`config.mk`:
```
export PLATFORM = sky130hd
export DESIGN_NAME = result_frame_scanner
export DESIGN_NICKNAME = d
export VERILOG_FILES = /design/src/rtl/scan_pkg.sv /design/src/rtl/pixel_skid_fifo.sv /design/src/rtl/result_frame_scanner.sv
export SDC_FILE = /design/constraint.sdc
export NUM_CORES = 1
export LEC_CHECK = 0
export BUFFER_PORTS_ARGS = -buffer_cell sky130_fd_sc_hd__buf_2
export CAP_MARGIN = 15
export CORE_AREA = 3 3 86 88
export CTS_CLUSTER_DIAMETER = 50
export DETAILED_ROUTE_END_ITERATION = 10
export DIE_AREA = 0 0 89 91
export MAX_ROUTING_LAYER = met4
export PLACE_DENSITY = 0.75
export SLEW_MARGIN = 0
export SYNTH_ARGS = -nofsm -noshare
export SYNTH_HDL_FRONTEND = slang
export SYNTH_SLANG_ARGS = --single-unit
```
`constraint.sdc`:
```
create_clock -name clk -period 5.9 [get_ports clk]
set_input_delay 1.18 -clock clk [delete_from_list [all_inputs] [get_ports clk]]
set_output_delay 1.18 -clock clk [all_outputs]
set_load 0.02 [all_outputs]
```
`src/rtl/scan_pkg.sv`:
```
// Shared types for the result frame scanner: FSM states and the FIFO beat layout.
package scan_pkg;

    localparam int SCAN_PIX_W = 8;

    typedef enum logic [1:0] {
        IDLE,
        SCAN,
        DRAIN,
        DONE
    } scan_state_t;

    typedef struct packed {
        logic [SCAN_PIX_W-1:0] pix;
        logic                  sof;
        logic                  eol;
        logic                  eof;
    } pix_beat_t;

endpackage

```
`src/rtl/pixel_skid_fifo.sv`:
```
// Small sync FIFO of pixel beats; head is read straight from storage flops, 1-cycle push-to-visible latency.
// Push when full is dropped unless a pop happens in the same cycle; pop on empty is ignored.
module pixel_skid_fifo
    import scan_pkg::*;
#(
    parameter  int DEPTH = 2,
    localparam int CW    = $clog2(DEPTH + 1)
) (
    input  logic          clk,
    input  logic          rst_n,
    input  logic          push,
    input  pix_beat_t     pushDat,
    input  logic          pop,
    output pix_beat_t     popDat,
    output logic [CW-1:0] count
);

    localparam int PW = (DEPTH > 1) ? $clog2(DEPTH) : 1;

    pix_beat_t         mem [DEPTH];
    logic     [PW-1:0] wrPtr;
    logic     [PW-1:0] rdPtr;
    logic              doPush;
    logic              doPop;

    assign doPop  = pop && (count != '0);
    assign doPush = push && ((count != CW'(DEPTH)) || doPop);
    assign popDat = mem[rdPtr];

    always_ff @(posedge clk or negedge rst_n) begin
        if (!rst_n) begin
            for (int k = 0; k < DEPTH; k++) begin
                mem[k] <= '0;
            end
            wrPtr <= '0;
            rdPtr <= '0;
            count <= '0;
        end else begin
            if (doPush) begin
                mem[wrPtr] <= pushDat;
                wrPtr      <= (wrPtr == PW'(DEPTH - 1)) ? '0 : wrPtr + 1'b1;
            end
            if (doPop) begin
                rdPtr <= (rdPtr == PW'(DEPTH - 1)) ? '0 : rdPtr + 1'b1;
            end
            case ({doPush, doPop})
                2'b10:   count <= count + 1'b1;
                2'b01:   count <= count - 1'b1;
                default: count <= count;
            endcase
        end
    end

endmodule

```
`src/rtl/result_frame_scanner.sv`:
```
// Raster-scans the result image out of data RAM after f_done rises; first pixel 2 cycles after busy.
// Reads are credit-limited to FIFO space, so consumer stalls simply pause the scan with no loss.
module result_frame_scanner
    import scan_pkg::*;
#(
    parameter int WIDTH      = 100,
    parameter int HEIGHT     = 100,
    parameter int ADDR_W     = 14,
    parameter int DATA_W     = 32,
    parameter int PIX_W      = SCAN_PIX_W,
    parameter int FIFO_DEPTH = 2
) (
    input  logic              clk,
    input  logic              rst_n,
    input  logic              f_done,
    output logic              ram_rd_en,
    output logic [ADDR_W-1:0] ram_addr,
    input  logic [DATA_W-1:0] ram_data,
    output logic              pix_valid,
    input  logic              pix_ready,
    output logic [PIX_W-1:0]  pix_data,
    output logic              pix_sof,
    output logic              pix_eol,
    output logic              pix_eof,
    output logic              busy,
    output logic              frame_done
);

    localparam int JW = (WIDTH > 1) ? $clog2(WIDTH) : 1;
    localparam int IW = (HEIGHT > 1) ? $clog2(HEIGHT) : 1;
    localparam int CW = $clog2(FIFO_DEPTH + 1);
    localparam logic [JW-1:0] LAST_J = JW'(WIDTH - 1);
    localparam logic [IW-1:0] LAST_I = IW'(HEIGHT - 1);

    scan_state_t       state;
    scan_state_t       stateNxt;
    logic              fDoneQ;
    logic [JW-1:0]     colJ;
    logic [IW-1:0]     rowI;
    logic [ADDR_W-1:0] addrQ;
    logic              rdEn;
    logic              rdInflight;
    logic              tagSof;
    logic              tagEol;
    logic              tagEof;
    logic              popHs;
    logic              lastRead;
    logic [CW:0]       credUsed;
    logic [CW-1:0]     fifoCount;
    pix_beat_t         pushDat;
    pix_beat_t         headDat;
    logic              unusedRamBits;

    assign unusedRamBits = ^ram_data[DATA_W-1:PIX_W];

    // Entries committed = stored beats + the read still in the RAM, minus the beat leaving now.
    assign popHs    = pix_valid && pix_ready;
    assign credUsed = {1'b0, fifoCount} + {{CW{1'b0}}, rdInflight} - {{CW{1'b0}}, popHs};
    assign rdEn     = (state == SCAN) && (credUsed < (CW+1)'(FIFO_DEPTH));
    assign lastRead = rdEn && (rowI == LAST_I) && (colJ == LAST_J);

    always_ff @(posedge clk or negedge rst_n) begin
        if (!rst_n) begin
            state  <= IDLE;
            fDoneQ <= 1'b0;
        end else begin
            state  <= stateNxt;
            fDoneQ <= f_done;
        end
    end

    always_comb begin
        stateNxt = state;
        case (state)
            IDLE:  if (f_done && !fDoneQ) stateNxt = SCAN;
            SCAN:  if (lastRead) stateNxt = DRAIN;
            DRAIN: if (popHs && headDat.eof && (fifoCount == CW'(1)) && !rdInflight) stateNxt = DONE;
            DONE:  if (!f_done) stateNxt = IDLE;
            default: stateNxt = IDLE;
        endcase
    end

    always_ff @(posedge clk or negedge rst_n) begin
        if (!rst_n) begin
            colJ  <= '0;
            rowI  <= '0;
            addrQ <= '0;
        end else if (state == IDLE) begin
            colJ  <= '0;
            rowI  <= '0;
            addrQ <= '0;
        end else if (rdEn) begin
            addrQ <= addrQ + 1'b1;
            if (colJ == LAST_J) begin
                colJ <= '0;
                rowI <= rowI + 1'b1;
            end else begin
                colJ <= colJ + 1'b1;
            end
        end
    end

    // Position tags ride one stage behind the read so they meet the returning RAM word.
    always_ff @(posedge clk or negedge rst_n) begin
        if (!rst_n) begin
            rdInflight <= 1'b0;
            tagSof     <= 1'b0;
            tagEol     <= 1'b0;
            tagEof     <= 1'b0;
        end else begin
            rdInflight <= rdEn;
            if (rdEn) begin
                tagSof <= (rowI == '0) && (colJ == '0);
                tagEol <= (colJ == LAST_J);
                tagEof <= (rowI == LAST_I) && (colJ == LAST_J);
            end
        end
    end

    assign pushDat.pix = ram_data[PIX_W-1:0];
    assign pushDat.sof = tagSof;
    assign pushDat.eol = tagEol;
    assign pushDat.eof = tagEof;

    pixel_skid_fifo #(
        .DEPTH (FIFO_DEPTH)
    ) u_fifo (
        .clk     (clk),
        .rst_n   (rst_n),
        .push    (rdInflight),
        .pushDat (pushDat),
        .pop     (popHs),
        .popDat  (headDat),
        .count   (fifoCount)
    );

    assign ram_rd_en  = rdEn;
    assign ram_addr   = addrQ;
    assign pix_valid  = (fifoCount != '0);
    assign pix_data   = headDat.pix;
    assign pix_sof    = headDat.sof;
    assign pix_eol    = headDat.eol;
    assign pix_eof    = headDat.eof;
    assign busy       = (state == SCAN) || (state == DRAIN);
    assign frame_done = (state == DONE);

endmodule

```
==> impl_metrics.env, run 1 <==
export IMPL_outcome="finished clean"
export IMPL_peakVddDrop_mv=0.235
export IMPL_worst_slew_margin_rel_pct=28.9
export IMPL_drive_gt1_share_pct=30.7
export IMPL_whs_ns=0.498
export IMPL_p_leak_uw=0.00170
export IMPL_vias_per_cell=5.11
export IMPL_synthTopCellsByArea="dfrtp_1 51%, mux2_2 12%, ha_1 5.4%, nor2_1 4.4%, xor2_1 3.8%"
export IMPL_die_w_um=89
export IMPL_antenna_left=0
export IMPL_synth_area_mm2=0.00300
export IMPL_yosysWarnings=0
export IMPL_dpl_cell_count=381
export IMPL_cp_end_kind="output pin"
export IMPL_cts_reportedPaths_clkPinSlew_ns=0.07
export IMPL_period_minus_slack_ns=5.01
export IMPL_gr_total_overflow=0
export IMPL_portBuffers=40
export IMPL_layout_commonest_cell="dfrtp_1"
export IMPL_dr_pass1_iters=4
export IMPL_cts_tree="built"
export IMPL_antenna_cells=0
export IMPL_drtIter0Drc=89
export IMPL_cts_buffers=9
export IMPL_synth_top_area_share_pct=51.0
export IMPL_cts_setup_buffers=0
export IMPL_clock_fmax_mhz=199
export IMPL_synth_area_per_cell_um2=11.2
export IMPL_finalSetupViolations=0
export IMPL_drc=0
export IMPL_power_density_mw_per_mm2=485
export IMPL_critPathLaunchType="input port"
export IMPL_hp_class="reg2reg"
export IMPL_synth_top_family_by_area="simple AND/OR/NAND/NOR gates"
export IMPL_totalWireLength_um=5270
export IMPL_cts_resized=0
export IMPL_worstMarginPinSlew_ns=1.07
export IMPL_synthXorXnorAreaFrac_pct=7.02
export IMPL_hpwl_um=3570
export IMPL_cap_violations=0
export IMPL_syn_num_nets=318
export IMPL_gp_congestion=0.842
export IMPL_vias=2025
export IMPL_synthAdderAreaFrac_pct=6.10
export IMPL_arrival_ns=3.83
export IMPL_synth_largest_area_cell="dfrtp_1"
export IMPL_hold_buffers=0
export IMPL_htreeDepth=3
export IMPL_slew_violations=0
export IMPL_yosys_area_share_simple_pct=15.9
export IMPL_final_cells=396
export IMPL_clk_insertion_delay_late_ns=0.33
export IMPL_synth_cell_types=34
export IMPL_area_delta_synth_final_pct=15.9
export IMPL_antenna_found_initial=0
export IMPL_start_util_pct=44.6
export IMPL_synth_compound_area_share_pct=3.22
export IMPL_rsz0062_at_grt="no"
export IMPL_die_area_mm2=0.00810
export IMPL_grt_max_degree=62
export IMPL_hold_viol_final=0
export IMPL_ys_seq_area_share_pct=51.0
export IMPL_io_pins=65
export IMPL_cts_num_sinks=61
export IMPL_worstPathRequired_ns=4.72
export IMPL_ys_seq_elements=61
export IMPL_die_h_um=91
export IMPL_root_buffer="clkbuf_8"
export IMPL_avgRoutedWirePerCell_um=13.3
export IMPL_grt_pass1_wl_um=9090
export IMPL_setup_tns_ns=0
export IMPL_fin_crit_sh_pct=85.0
export IMPL_final_cell_mix="61 x dfrtp_1, 40 x buf_2, 35 x nor2_1"
export IMPL_core_mm2=0.00672
export IMPL_nNetsFinal=362
export IMPL_row_count=30
export IMPL_clockBufferDepth=2
export IMPL_synthMuxAreaShare_pct=14.2
export IMPL_crit_fanout=17
export IMPL_grt_pass1_vias=1989
export IMPL_grt_use_total_pct=14.7
export IMPL_syn_instance_count=268
export IMPL_path_class="in2out"
export IMPL_skew_ns=0.00639
[through the flow]
stage	setup slack [ns]	instance area [um^2]	total power, uW	utilization (%)
floorplan	1.62	3000	1150	-
global placement	0.939	3270	1300	48.7
detailed placement	0.917	3270	1330	48.7
CTS	0.881	3470	1710	51.7
global route	0.687	3470	1810	51.7
finish	0.886	3470	1680	51.7
[cells by family after synthesis]
family                     count (synthesis)
and+or+nand+nor                           95
DFF                                       61
muxes                                     38
xor gates and xnor gates                  24
buffers and inverters                     20
AOI/OAI and AO/OA                         16
adders and majority gates                 14
[state kept, by name, indices dropped and copies added (netlist names), 2 cells and up]
signal        cells
u_fifo.count      2
rowI              7
state             2
u_fifo.mem       22
colJ              7
ram_addr         14
[Yosys cell counts, drive strengths merged]
library cell / n
xnor2: 11
nor2: 35
fa: 1
or2: 1
nor4: 5
nor4b: 1
and3: 5
a21o: 1
a221o: 1
or3: 1
mux2i: 4
nor4bb: 1
nand2: 19
and4: 1
nand2b: 3
xor2: 13
a22o: 1
buf: 3
a211oi: 1
nor3: 6
o21ai: 4
dfrtp: 61
a21oi: 8
nand3: 11
clkbuf: 5
clkinv: 1
inv: 11
mux2: 34
nand4: 6
ha: 13
[area by class of cell]
type | count | area, um^2
Tap cell | 80 | 100
Clock buffer | 11 | 151
Fill cell | 586 | 3250
Multi-Input combinational cell | 187 | 1390
Clock inverter | 4 | 47.5
Timing Repair Buffer | 41 | 208
Inverter | 12 | 45.0
Sequential cell | 61 | 1530
[routing by layer]
metal,vias to the layer above,wire [um],part of all wire [%],GRT usage [%]
li1,1006,-,-,-
met1,957,2480,47,17.9
met2,56,2470,47,23.1
met3,6,277,5.3,5.44
met4,0,43,0.82,3.72
met5,-,0,0,-
[worst paths after layout]
check / from / to / slack [ns] / cells after the start
max: pix_ready / ram_rd_en / 0.89 / 10
min: u_fifo.mem[3] / u_fifo.mem[3] / 0.50 / 1
max reg2reg: u_fifo.count[1] / state[1] / 2.08 / 12
min reg2reg: u_fifo.mem[3] / u_fifo.mem[3] / 0.50 / 1
max in group asynchronous: rst_n / ram_addr[11] / 4.41 / 2
min in group asynchronous: rst_n / u_fifo.mem[15] / 0.99 / 2
[power by group]
group	internal (uW)	switching (uW)	total [uW]	leakage [uW]
combinational	287	380	667	0.000814
sequential	539	109	648	0.000784
clock	214	155	369	0.000101
total	1040	645	1680	0.00170
[worst max-delay path: stages]
cell,delay [ns]
buf_2,0.10
nand2b_1,0.19
inv_1,0.09
ha_1,0.27
nand2b_1,0.15
fa_1,0.39
xor2_1,0.43
or2_2,0.40
clkinv_1,0.36
buf_2,0.27
Note: power is estimated with default switching activity, not from simulation.
==> inputs of run 2 (changes only) <==
--- a/config.mk
+++ b/config.mk
@@ -5,14 +5,15 @@
 export SDC_FILE = /design/constraint.sdc
 export NUM_CORES = 1
 export LEC_CHECK = 0
+export ABC_AREA = 1
 export BUFFER_PORTS_ARGS = -buffer_cell sky130_fd_sc_hd__buf_2
 export CAP_MARGIN = 15
-export CORE_AREA = 3 3 86 88
+export CORE_AREA = 3 3 91 93
 export CTS_CLUSTER_DIAMETER = 50
 export DETAILED_ROUTE_END_ITERATION = 10
-export DIE_AREA = 0 0 89 91
+export DIE_AREA = 0 0 94 96
 export MAX_ROUTING_LAYER = met4
-export PLACE_DENSITY = 0.75
+export PLACE_DENSITY = 0.74
 export SLEW_MARGIN = 0
 export SYNTH_ARGS = -nofsm -noshare
 export SYNTH_HDL_FRONTEND = slang
==> constraint.sdc (replaced) <==
create_clock -name clk -period 4.9 [get_ports clk]
set_input_delay 0.98 -clock clk [delete_from_list [all_inputs] [get_ports clk]]
set_output_delay 0.98 -clock clk [all_outputs]
set_load 0.02 [all_outputs]
==> impl_metrics.env, run 2 <==
export IMPL_outcome="finished clean"
export IMPL_synthTopCellsByArea="dfrtp_1 45%, nand2_1 15%, o21ai_0 6.0%, inv_1 4.9%, ha_1 4.8%"
export IMPL_grt_pass1_vias=2792
export IMPL_synth_area_mm2=0.00336
export IMPL_worst_slew_margin_rel_pct=48.0
export IMPL_hold_end="u_fifo.mem[2]"
export IMPL_fin_crit_sh_pct=81.9
export IMPL_portBuffers=40
export IMPL_hold_buffers=0
export IMPL_start_util_pct=44.2
export IMPL_vias=2852
export IMPL_worst_r2r_startpoint="u_fifo.count[0]"
export IMPL_cts_reportedPaths_clkPinSlew_ns=0.07
export IMPL_largest_reg_flops=22
export IMPL_largest_register="u_fifo.mem"
export IMPL_dpl_cell_count=561
export IMPL_slew_violations=0
export IMPL_cap_violations=0
export IMPL_drtIter0Drc=157
export IMPL_antenna_cells=0
export IMPL_cts_tree="built"
export IMPL_synth_top_area_share_pct=45.4
export IMPL_synth_largest_area_cell="dfrtp_1"
export IMPL_final_cell_mix="138 x nand2_1, 61 x dfrtp_1, 44 x inv_1"
export IMPL_clock_fmax_mhz=249
export IMPL_min_path_cells=2
export IMPL_drive_gt1_share_pct=17.9
export IMPL_row_count=32
export IMPL_clockBufferDepth=2
export IMPL_die_w_um=94
export IMPL_die_area_mm2=0.00902
export IMPL_layout_commonest_cell="nand2_1"
export IMPL_ys_seq_elements=61
export IMPL_gp_congestion=0.878
export IMPL_dr_pass1_iters=4
export IMPL_hpwl_um=4820
export IMPL_hp_class="reg2reg"
export IMPL_avgRoutedWirePerCell_um=12.5
export IMPL_arrival_ns=3.04
export IMPL_htreeDepth=3
export IMPL_r2r_cells=16
export IMPL_r2r_end="colJ[6]"
export IMPL_synthTopCellsByCount="138 x nand2_1, 61 x dfrtp_1, 44 x inv_1"
export IMPL_core_mm2=0.00761
export IMPL_syn_instance_count=429
export IMPL_die_h_um=96
export IMPL_totalWireLength_um=7220
export IMPL_period_minus_slack_ns=4.02
export IMPL_synth_area_per_cell_um2=7.83
export IMPL_final_cells=577
export IMPL_cts_buffers=9
export IMPL_crit_start="u_fifo.count[0]"
export IMPL_cp_end_kind="output pin"
export IMPL_grt_max_degree=62
export IMPL_cts_num_sinks=61
export IMPL_vias_per_cell=4.94
export IMPL_grt_pass1_wl_um=12300
export IMPL_nNetsFinal=520
export IMPL_worstMarginPinSlew_ns=0.780
export IMPL_ys_seq_area_share_pct=45.4
export IMPL_path_class="reg2out"
export IMPL_yosysWarnings=0
export IMPL_grt_use_total_pct=17.8
export IMPL_hp_start="u_fifo.mem[2]"
export IMPL_async_flop_share_pct=100
export IMPL_crit_fanout=11
export IMPL_synth_cell_types=33
export IMPL_gr_total_overflow=0
export IMPL_hold_viol_final=0
export IMPL_critPathLaunchType="flip-flop"
export IMPL_area_delta_synth_final_pct=15.0
export IMPL_rsz0062_at_grt="no"
export IMPL_peakVddDrop_mv=0.229
export IMPL_synth_edff_count=0
export IMPL_setup_tns_ns=0
export IMPL_worstPathRequired_ns=3.92
export IMPL_cts_setup_buffers=0
export IMPL_antenna_found_initial=0
export IMPL_ys_flop_type="dfrtp_1"
export IMPL_p_leak_uw=0.00193
export IMPL_power_density_mw_per_mm2=532
export IMPL_cts_resized=0
export IMPL_clk_insertion_delay_late_ns=0.35
export IMPL_syn_num_nets=479
export IMPL_skew_ns=0.00932
export IMPL_finalSetupViolations=0
export IMPL_r2r_slack_ns=1.64
export IMPL_drc=0
export IMPL_io_pins=65
export IMPL_root_buffer="clkbuf_8"
export IMPL_synth_most_common_cell="nand2_1"
export IMPL_antenna_left=0
run 2: changes by cell type in the layout (fill, tap and decap cells not counted), sizes merged, moves of 4 or more:
| cell | change |
|---|---|
| mux2 | -34 |
| o21bai | +4 |
| nand2 | +124 |
| nand4 | +11 |
| nor4 | -5 |
| xor2 | -7 |
| inv | +36 |
| nor3 | -4 |
| mux2i | -4 |
| xnor2 | -10 |
| o21ai | +41 |
| nor2 | +4 |
| nand3 | +10 |
run 2: per-layer routing:
layer / wire length (um) / vias up / share of wire (%) / GRT usage [%]
li1: - / 1442 / - / -
met1: 3370 / 1332 / 47 / 21.5
met2: 3350 / 68 / 46 / 28.4
met3: 383 / 10 / 5.3 / 5.00
met4: 110 / 0 / 1.5 / 6.86
met5: 0 / - / 0 / -
run 2: kinds of logic after synthesis:
kind of cell    Yosys count  synth area share [%]
xor+xnor                  7                  1.82
simple gates            229                  29.9
buf+inv                  61                  7.67
flops                    61                  45.4
fa+ha+maj                14                  5.44
compound gates           57                  9.68
run 2: area by class of cell:
type,instances,area [um^2]
fillers,736,3740
multi-input cells,307,1580
flip-flops and latches,61,1530
repair buffers,43,223
clock buffers,14,193
inverters,48,183
well taps,102,128
clock inverters,2,37.5
run 2: how the worst max path moves through the flow:
| stage | slack, ns | to | depth (start not counted) |
|---|---|---|---|
| 6_report | 0.88 | ram_rd_en | 13 |
| 5_1_grt | 0.71 | ram_rd_en | 13 |
| 4_1_cts | 0.87 | ram_rd_en | 13 |
| 3_5_place_dp | 0.91 | ram_rd_en | 11 |
| 3_3_place_gp | 0.94 | ram_rd_en | 11 |
| 2_1_floorplan | 1.26 | ram_rd_en | 10 |
run 2: where the power goes:
part | switching, uW | total [uW] | internal (uW)
registers | 96.2 | 729 | 633
logic | 565 | 815 | 250
clock network | 206 | 511 | 304
total | 867 | 2050 | 1190
run 2: worst max-delay path: stages (launching register included):
cell      delay (ns)
dfrtp_1         0.41
inv_1           0.12
ha_1            0.17
inv_2           0.05
nand2_4         0.09
inv_1           0.07
ha_1            0.26
or2_2           0.30
fa_1            0.48
nand2_1         0.07
clkinv_1        0.05
nand2_1         0.07
nor2_4          0.29
buf_2           0.23
run 2: metrics by stage:
stage	hold slack [ns]	power (uW)	area (um^2)	setup WS, ns	utilization [%]
global route	0.517	2220	3860	0.711	50.8
CTS	0.490	2080	3860	0.869	50.8
finish	0.485	2050	3860	0.885	50.8
detailed placement	0.473	1560	3630	0.906	47.8
global placement	0.467	1530	3630	0.939	47.8
floorplan	0.453	1350	3360	1.26	-
